## config.mk

```make
export PLATFORM = sky130hd
export DESIGN_NAME = fpu_inq_ctl
export DESIGN_NICKNAME = d
export VERILOG_FILES = /design/src/rtl/fpu_inq_ctl.sv
export SDC_FILE = /design/constraint.sdc
export NUM_CORES = 1
export LEC_CHECK = 0
export ABC_AREA = 1
export BUFFER_PORTS_ARGS = -buffer_cell sky130_fd_sc_hd__buf_4
export CELL_PAD_IN_SITES_DETAIL_PLACEMENT = 0
export CELL_PAD_IN_SITES_GLOBAL_PLACEMENT = 2
export CORE_AREA = 2 2 290 292
export DETAILED_ROUTE_END_ITERATION = 8
export DIE_AREA = 0 0 292 294
export PLACE_DENSITY = 0.75
export SLEW_MARGIN = 20
export SYNTH_ARGS = -nofsm -noshare
export SYNTH_HDL_FRONTEND = slang
export SYNTH_SLANG_ARGS = --single-unit
```

## constraint.sdc

```tcl
create_clock -name rclk -period 13.8 [get_ports rclk]
set_clock_uncertainty 0.05 [all_clocks]
set_input_delay 2.76 -clock rclk [delete_from_list [all_inputs] [get_ports rclk]]
set_output_delay 2.76 -clock rclk [all_outputs]
set_load 0.05 [all_outputs]
```

## src/rtl/fpu_inq_ctl.sv

```systemverilog
// FPU input queue: assembles 1/2-beat PCX requests, precomputes operand flags,
// and buffers them behind a registered head stage with a DEPTH-1 slot FIFO.
module fpu_inq_ctl #(
    parameter int DEPTH = 4,
    parameter int ID_W  = 5,
    parameter int CNT_W = 3
) (
    input  logic            rclk,
    input  logic            rst,
    input  logic            req_vld,
    input  logic [ID_W-1:0] req_id,
    input  logic [7:0]      req_op,
    input  logic [1:0]      req_fcc,
    input  logic [1:0]      req_rnd,
    input  logic [63:0]     req_data,
    output logic            req_busy,
    output logic            inq_vld,
    input  logic            inq_rdy,
    output logic [ID_W-1:0] inq_id,
    output logic [7:0]      inq_op,
    output logic [1:0]      inq_fcc,
    output logic [1:0]      inq_rnd,
    output logic [68:0]     inq_in1,
    output logic [68:0]     inq_in2,
    output logic [CNT_W-1:0] inq_cnt,
    output logic            inq_ovf
);
    localparam int EW = ID_W + 150;
    localparam int FD = DEPTH - 1;
    localparam int PW = (FD > 1) ? $clog2(FD) : 1;
    localparam logic [68:0] IN1_SS = 69'h18_0000_0000_0000_0000;

    typedef enum logic {S_IDLE, S_WAIT2} st_t;

    function automatic logic [68:0] flags(input logic [63:0] d, input logic [7:0] op);
        flags = {!(&d[62:55] && (op[0] || &d[54:52])),
                 !(|d[62:55] || (op[1] && |d[54:52])),
                 |d[53:0], |d[50:0], |d[53:32], d};
    endfunction

    function automatic logic [PW-1:0] ptr_inc(input logic [PW-1:0] p);
        ptr_inc = (p == PW'(FD - 1)) ? '0 : p + PW'(1);
    endfunction

    // Assembler state: beat-0 header and in1 held while waiting for beat 1.
    st_t             r_st;
    logic [ID_W-1:0] r_id;
    logic [7:0]      r_op;
    logic [1:0]      r_fcc;
    logic [1:0]      r_rnd;
    logic [68:0]     r_in1;

    logic            w_cmp;
    logic [EW-1:0]   w_ent;

    always_comb begin
        w_cmp = 1'b0;
        w_ent = {req_id, req_rnd, req_fcc, req_op, IN1_SS, flags(req_data, req_op)};
        if (r_st == S_IDLE) begin
            w_cmp = req_vld && req_op[7];
        end else begin
            w_cmp = req_vld;
            w_ent = {r_id, r_rnd, r_fcc, r_op, r_in1, flags(req_data, r_op)};
        end
    end

    always_ff @(posedge rclk) begin
        if (rst) begin
            r_st  <= S_IDLE;
            r_id  <= '0;
            r_op  <= '0;
            r_fcc <= '0;
            r_rnd <= '0;
            r_in1 <= '0;
        end else begin
            case (r_st)
                S_IDLE: if (req_vld && !req_op[7]) begin
                    r_id  <= req_id;
                    r_op  <= req_op;
                    r_fcc <= req_fcc;
                    r_rnd <= req_rnd;
                    r_in1 <= flags(req_data, req_op);
                    r_st  <= S_WAIT2;
                end
                S_WAIT2: if (req_vld) r_st <= S_IDLE;
                default: r_st <= S_IDLE;
            endcase
        end
    end

    // Output side: r_hd is the head register, r_mem the slots behind it.
    logic            r_vld;
    logic [EW-1:0]   r_hd;
    logic [EW-1:0]   r_mem [FD];
    logic [PW-1:0]   r_wp;
    logic [PW-1:0]   r_rp;
    logic [CNT_W-1:0] r_fcnt;
    logic            r_busy;
    logic            r_ovf;

    logic            w_pop;
    logic            w_full;
    logic            w_drop;
    logic            w_acc;
    logic            w_fempty;
    logic            w_fwd;
    logic            w_push;
    logic            w_rd;
    logic [CNT_W-1:0] w_cnt;
    logic [CNT_W-1:0] w_cnt_nxt;

    assign w_pop     = r_vld && inq_rdy;
    assign w_cnt     = CNT_W'(r_vld) + r_fcnt;
    assign w_full    = (w_cnt == CNT_W'(DEPTH));
    assign w_drop    = w_cmp && w_full && !w_pop;
    assign w_acc     = w_cmp && !w_drop;
    assign w_fempty  = (r_fcnt == '0);
    // Forward straight into the head when nothing is queued behind it.
    assign w_fwd     = w_acc && w_fempty && (!r_vld || w_pop);
    assign w_push    = w_acc && !w_fwd;
    assign w_rd      = w_pop && !w_fempty;
    assign w_cnt_nxt = w_cnt + CNT_W'(w_acc) - CNT_W'(w_pop);

    always_ff @(posedge rclk) begin
        if (rst) begin
            r_vld  <= 1'b0;
            r_hd   <= '0;
            r_wp   <= '0;
            r_rp   <= '0;
            r_fcnt <= '0;
            r_busy <= 1'b0;
            r_ovf  <= 1'b0;
        end else begin
            if (w_fwd) begin
                r_vld <= 1'b1;
                r_hd  <= w_ent;
            end else if (w_pop) begin
                r_vld <= !w_fempty;
                if (!w_fempty) r_hd <= r_mem[r_rp];
            end
            if (w_push) r_wp <= ptr_inc(r_wp);
            if (w_rd)   r_rp <= ptr_inc(r_rp);
            r_fcnt <= r_fcnt + CNT_W'(w_push) - CNT_W'(w_rd);
            r_busy <= (w_cnt_nxt >= CNT_W'(DEPTH - 1));
            r_ovf  <= r_ovf || w_drop;
        end
    end

    always_ff @(posedge rclk) begin
        if (w_push) r_mem[r_wp] <= w_ent;
    end

    assign {inq_id, inq_rnd, inq_fcc, inq_op, inq_in1, inq_in2} = r_hd;
    assign inq_vld  = r_vld;
    assign inq_cnt  = w_cnt;
    assign inq_ovf  = r_ovf;
    assign req_busy = r_busy;

endmodule
```

==> impl_metrics.tcl <==
set metrics [dict create \
    status "finished clean" \
    relSlewSlack_pct 29.0 \
    cts_tree "yes" \
    totalNegativeSetupSlack_ps 0 \
    rsz0062_at_grt "no" \
    core_area_um2 82900 \
    worst_slew_pin_slew_ps 1060 \
    dr_total_vias 21000 \
    via_per_inst 4.99 \
    drv_cap 0 \
    fin_util_pct 41.0 \
    min-delay-start "r_op[7]$_SDFFE_PP0P_" \
    gr-total-overflow 0 \
    fmax_mhz 179 \
    postCtsSetupBuffers 0 \
    leakage_nw 13.7 \
    crit_arrival_ps 6000 \
    syn_nets 2997 \
    place_ws_ps 7550 \
    setup_viol 0 \
    routedLengthMet1_um 38800 \
    die_h_um 294 \
    synth_seq_cells 719 \
    start_util_pct 34.7 \
    min_period_ps 5590 \
    postSynthCellCount 2904 \
    clkSinkCount 719 \
    synth_cell_types 31 \
    place_congestion 0.738 \
    antenna_found_initial 2 \
    dr_wl_met3_um 4480 \
    grt_pass1_vias 20600 \
    wl_per_cell_um 20.3 \
    yosysSeqAreaShare_pct 66.1 \
    detail_route.first_pass.iterations 7 \
    yosysWarnings 0 \
    synth_area_um2 28800 \
    area_growth_pct 18.0 \
    synth-edff-count 465 \
    dieArea_um2 85800 \
    final_nets 3152 \
    power_density_nw_per_um2 162 \
    grt_pass1_wl_um 128000 \
    clockRootBuffer "clkbuf_16" \
    drive_gt1_share_pct 12.8 \
    cts_buffers 79 \
    worstSkewPairLatency_ps 620 \
    final_hold_viol_count 0 \
    seqCellArea_um2 19100 \
    syn-mean-instance-area_um2 9.92 \
    crit_path_start_kind "input pin" \
    reg2reg_from "inq_vld$_SDFFE_PP0P_" \
    initialDrtViolationCount 1363 \
    crit_fanout 69 \
    wl_met2_um 40500 \
    synthFlopType "edfxtp_1" \
    cts_max_path_buffers 3 \
    ir_worst_vdd_v 0.0000844 \
    endpoint_kind "flop" \
    drc_errors 0 \
    portBuffers 245 \
    setup_slack_ps 8210 \
    fin_area_um2 34000 \
    dr.max_layer_used "met5" \
    htree_levels 3 \
    period_share_pct 40.5 \
    cts.repair.resized 0 \
    hpwl_um 48900 \
    num_rows 106 \
    ys_async_sr_fraction_pct 0 \
    postCtsHoldBufs 0 \
    fillers 7993 \
    setup.worst_path.class "input pin to flop" \
    worstHoldPathType "flop to flop" \
    antenna_cells 0 \
    ant_nets 0 \
    cp.required_ps 14210 \
    grt_usage_pct 19.4 \
    dpl_cell_area_um2 31400 \
    fin_total_pwr_w 0.00550 \
    drv_slew 0 \
    cts.clk_slew.worst_paths_ps 60 \
    finalWirelength_um 85200 \
    die_w_um 292 \
    grt_max_degree 165 \
    multi_input_area_um2 8140 \
    cp-startpoint "req_vld" \
    ios 246 \
]
==> final cells by class <==
cell class                      instances  area share, %
Sequential cell                       719           56.1
Tap cell                             1080           3.98
Multi-Input combinational cell       1774           24.0
Clock inverter                         36          0.972
Inverter                              218           2.51
Timing Repair Buffer                  267           5.95
Clock buffer                          110           6.55
==> cells in the final DEF, fill, tap and decap left out, types with 9 or more instances in the layout <==
| cell type | n |
|---|---|
| nand2_1 | 620 |
| edfxtp_1 | 465 |
| nor2_1 | 460 |
| buf_4 | 265 |
| dfxtp_1 | 252 |
| nand3_1 | 230 |
| inv_1 | 206 |
| o21ai_0 | 125 |
| o211ai_1 | 100 |
| a21oi_1 | 81 |
| clkbuf_16 | 81 |
| o21ai_1 | 67 |
| o2111ai_1 | 53 |
| clkbuf_1 | 20 |
| clkinv_1 | 15 |
| clkinv_2 | 12 |
| nand4_1 | 12 |
| clkbuf_8 | 9 |
==> critical path, cell delays in order <==
cell and delay (ps):
buf_4 110, o21ai_1 80, inv_1 360, nand3_4 880, nand2_4 680, buf_4 770
nor2_1 90, nor2_1 130, nor2_1 40
==> cell usage after synthesis (2+ instances only) <==
| cell | n | area [um2] |
|---|---|---|
| buf_6 | 3 | 33.8 |
| inv_2 | 5 | 18.8 |
| buf_1 | 13 | 48.8 |
| nor2_4 | 2 | 22.5 |
| o21ai_1 | 67 | 335 |
| a21oi_1 | 81 | 405 |
| buf_4 | 3 | 22.5 |
| ha_1 | 6 | 75.1 |
| xor2_1 | 2 | 17.5 |
| nand3_1 | 230 | 1150 |
| clkinv_1 | 2 | 7.51 |
| nand2_1 | 621 | 2330 |
| nor3_1 | 3 | 15.0 |
| a31oi_1 | 2 | 12.5 |
| buf_2 | 46 | 230 |
| nand4_1 | 12 | 75.1 |
| fa_1 | 2 | 40.0 |
| inv_1 | 211 | 792 |
| edfxtp_1 | 465 | 14000 |
| o2111ai_1 | 53 | 464 |
| clkbuf_1 | 128 | 480 |
| o211ai_1 | 100 | 751 |
| nand2_2 | 3 | 18.8 |
| nor2_1 | 460 | 1730 |
| o21ai_0 | 125 | 626 |
| dfxtp_1 | 254 | 5080 |
==> kinds of logic (layout without fill, tap and decap cells) <==
kind of cell	after synthesis	in the layout	synth area share, %
fa+ha+maj	8	8	0.400
xor+xnor	2	2	0.0608
flops	719	719	66.1
compound gates	430	430	9.07
simple gates	1334	1334	18.7
buf+inv	411	631	5.67
==> power breakdown <==
group	switching, W	leakage (nW)	internal, W
Clock	0.000852	1.25	0.00124
Sequential	0.0000684	6.46	0.00243
Combinational	0.000673	5.98	0.000232
==> state kept, by name, summed over array words and instances, names as in the netlist, 2 cells and up, named ones only <==
signal  cells
r_in1      69
r_fcnt      3
r_rnd       2
r_fcc       2
r_rp        2
r_id        5
r_mem     465
r_op        8
r_hd      155
r_wp        2
==> path summary, 6_finish.rpt <==
check	cells past startpoint	slack, ps	endpoint
worst max-delay path	9	8210	r_hd[27]$_SDFFE_PP0P_
worst min-delay path	2	390	r_op[7]$_SDFFE_PP0P_
worst max register to register	13	9660	r_hd[27]$_SDFFE_PP0P_
worst min register to register	2	390	r_op[7]$_SDFFE_PP0P_
==> metal layers <==
metal  up-vias  GRT usage (%)
met4         4           4.88
met1     10300           26.2
li1      10100              -
met5         -              0
met2       464           32.3
met3        95           3.58
==> per-stage QoR <==
| step | hold WS [ps] | std cells |
|---|---|---|
| after CTS | 396 | 4204 |
| after global placement | 382 | 4058 |
| after detailed placement | 387 | 4058 |
| after floorplan | 374 | 2904 |
| final | 395 | 4204 |
| after global routing | 419 | 4204 |
No activity file was read; power rests on OpenSTA's default activity.
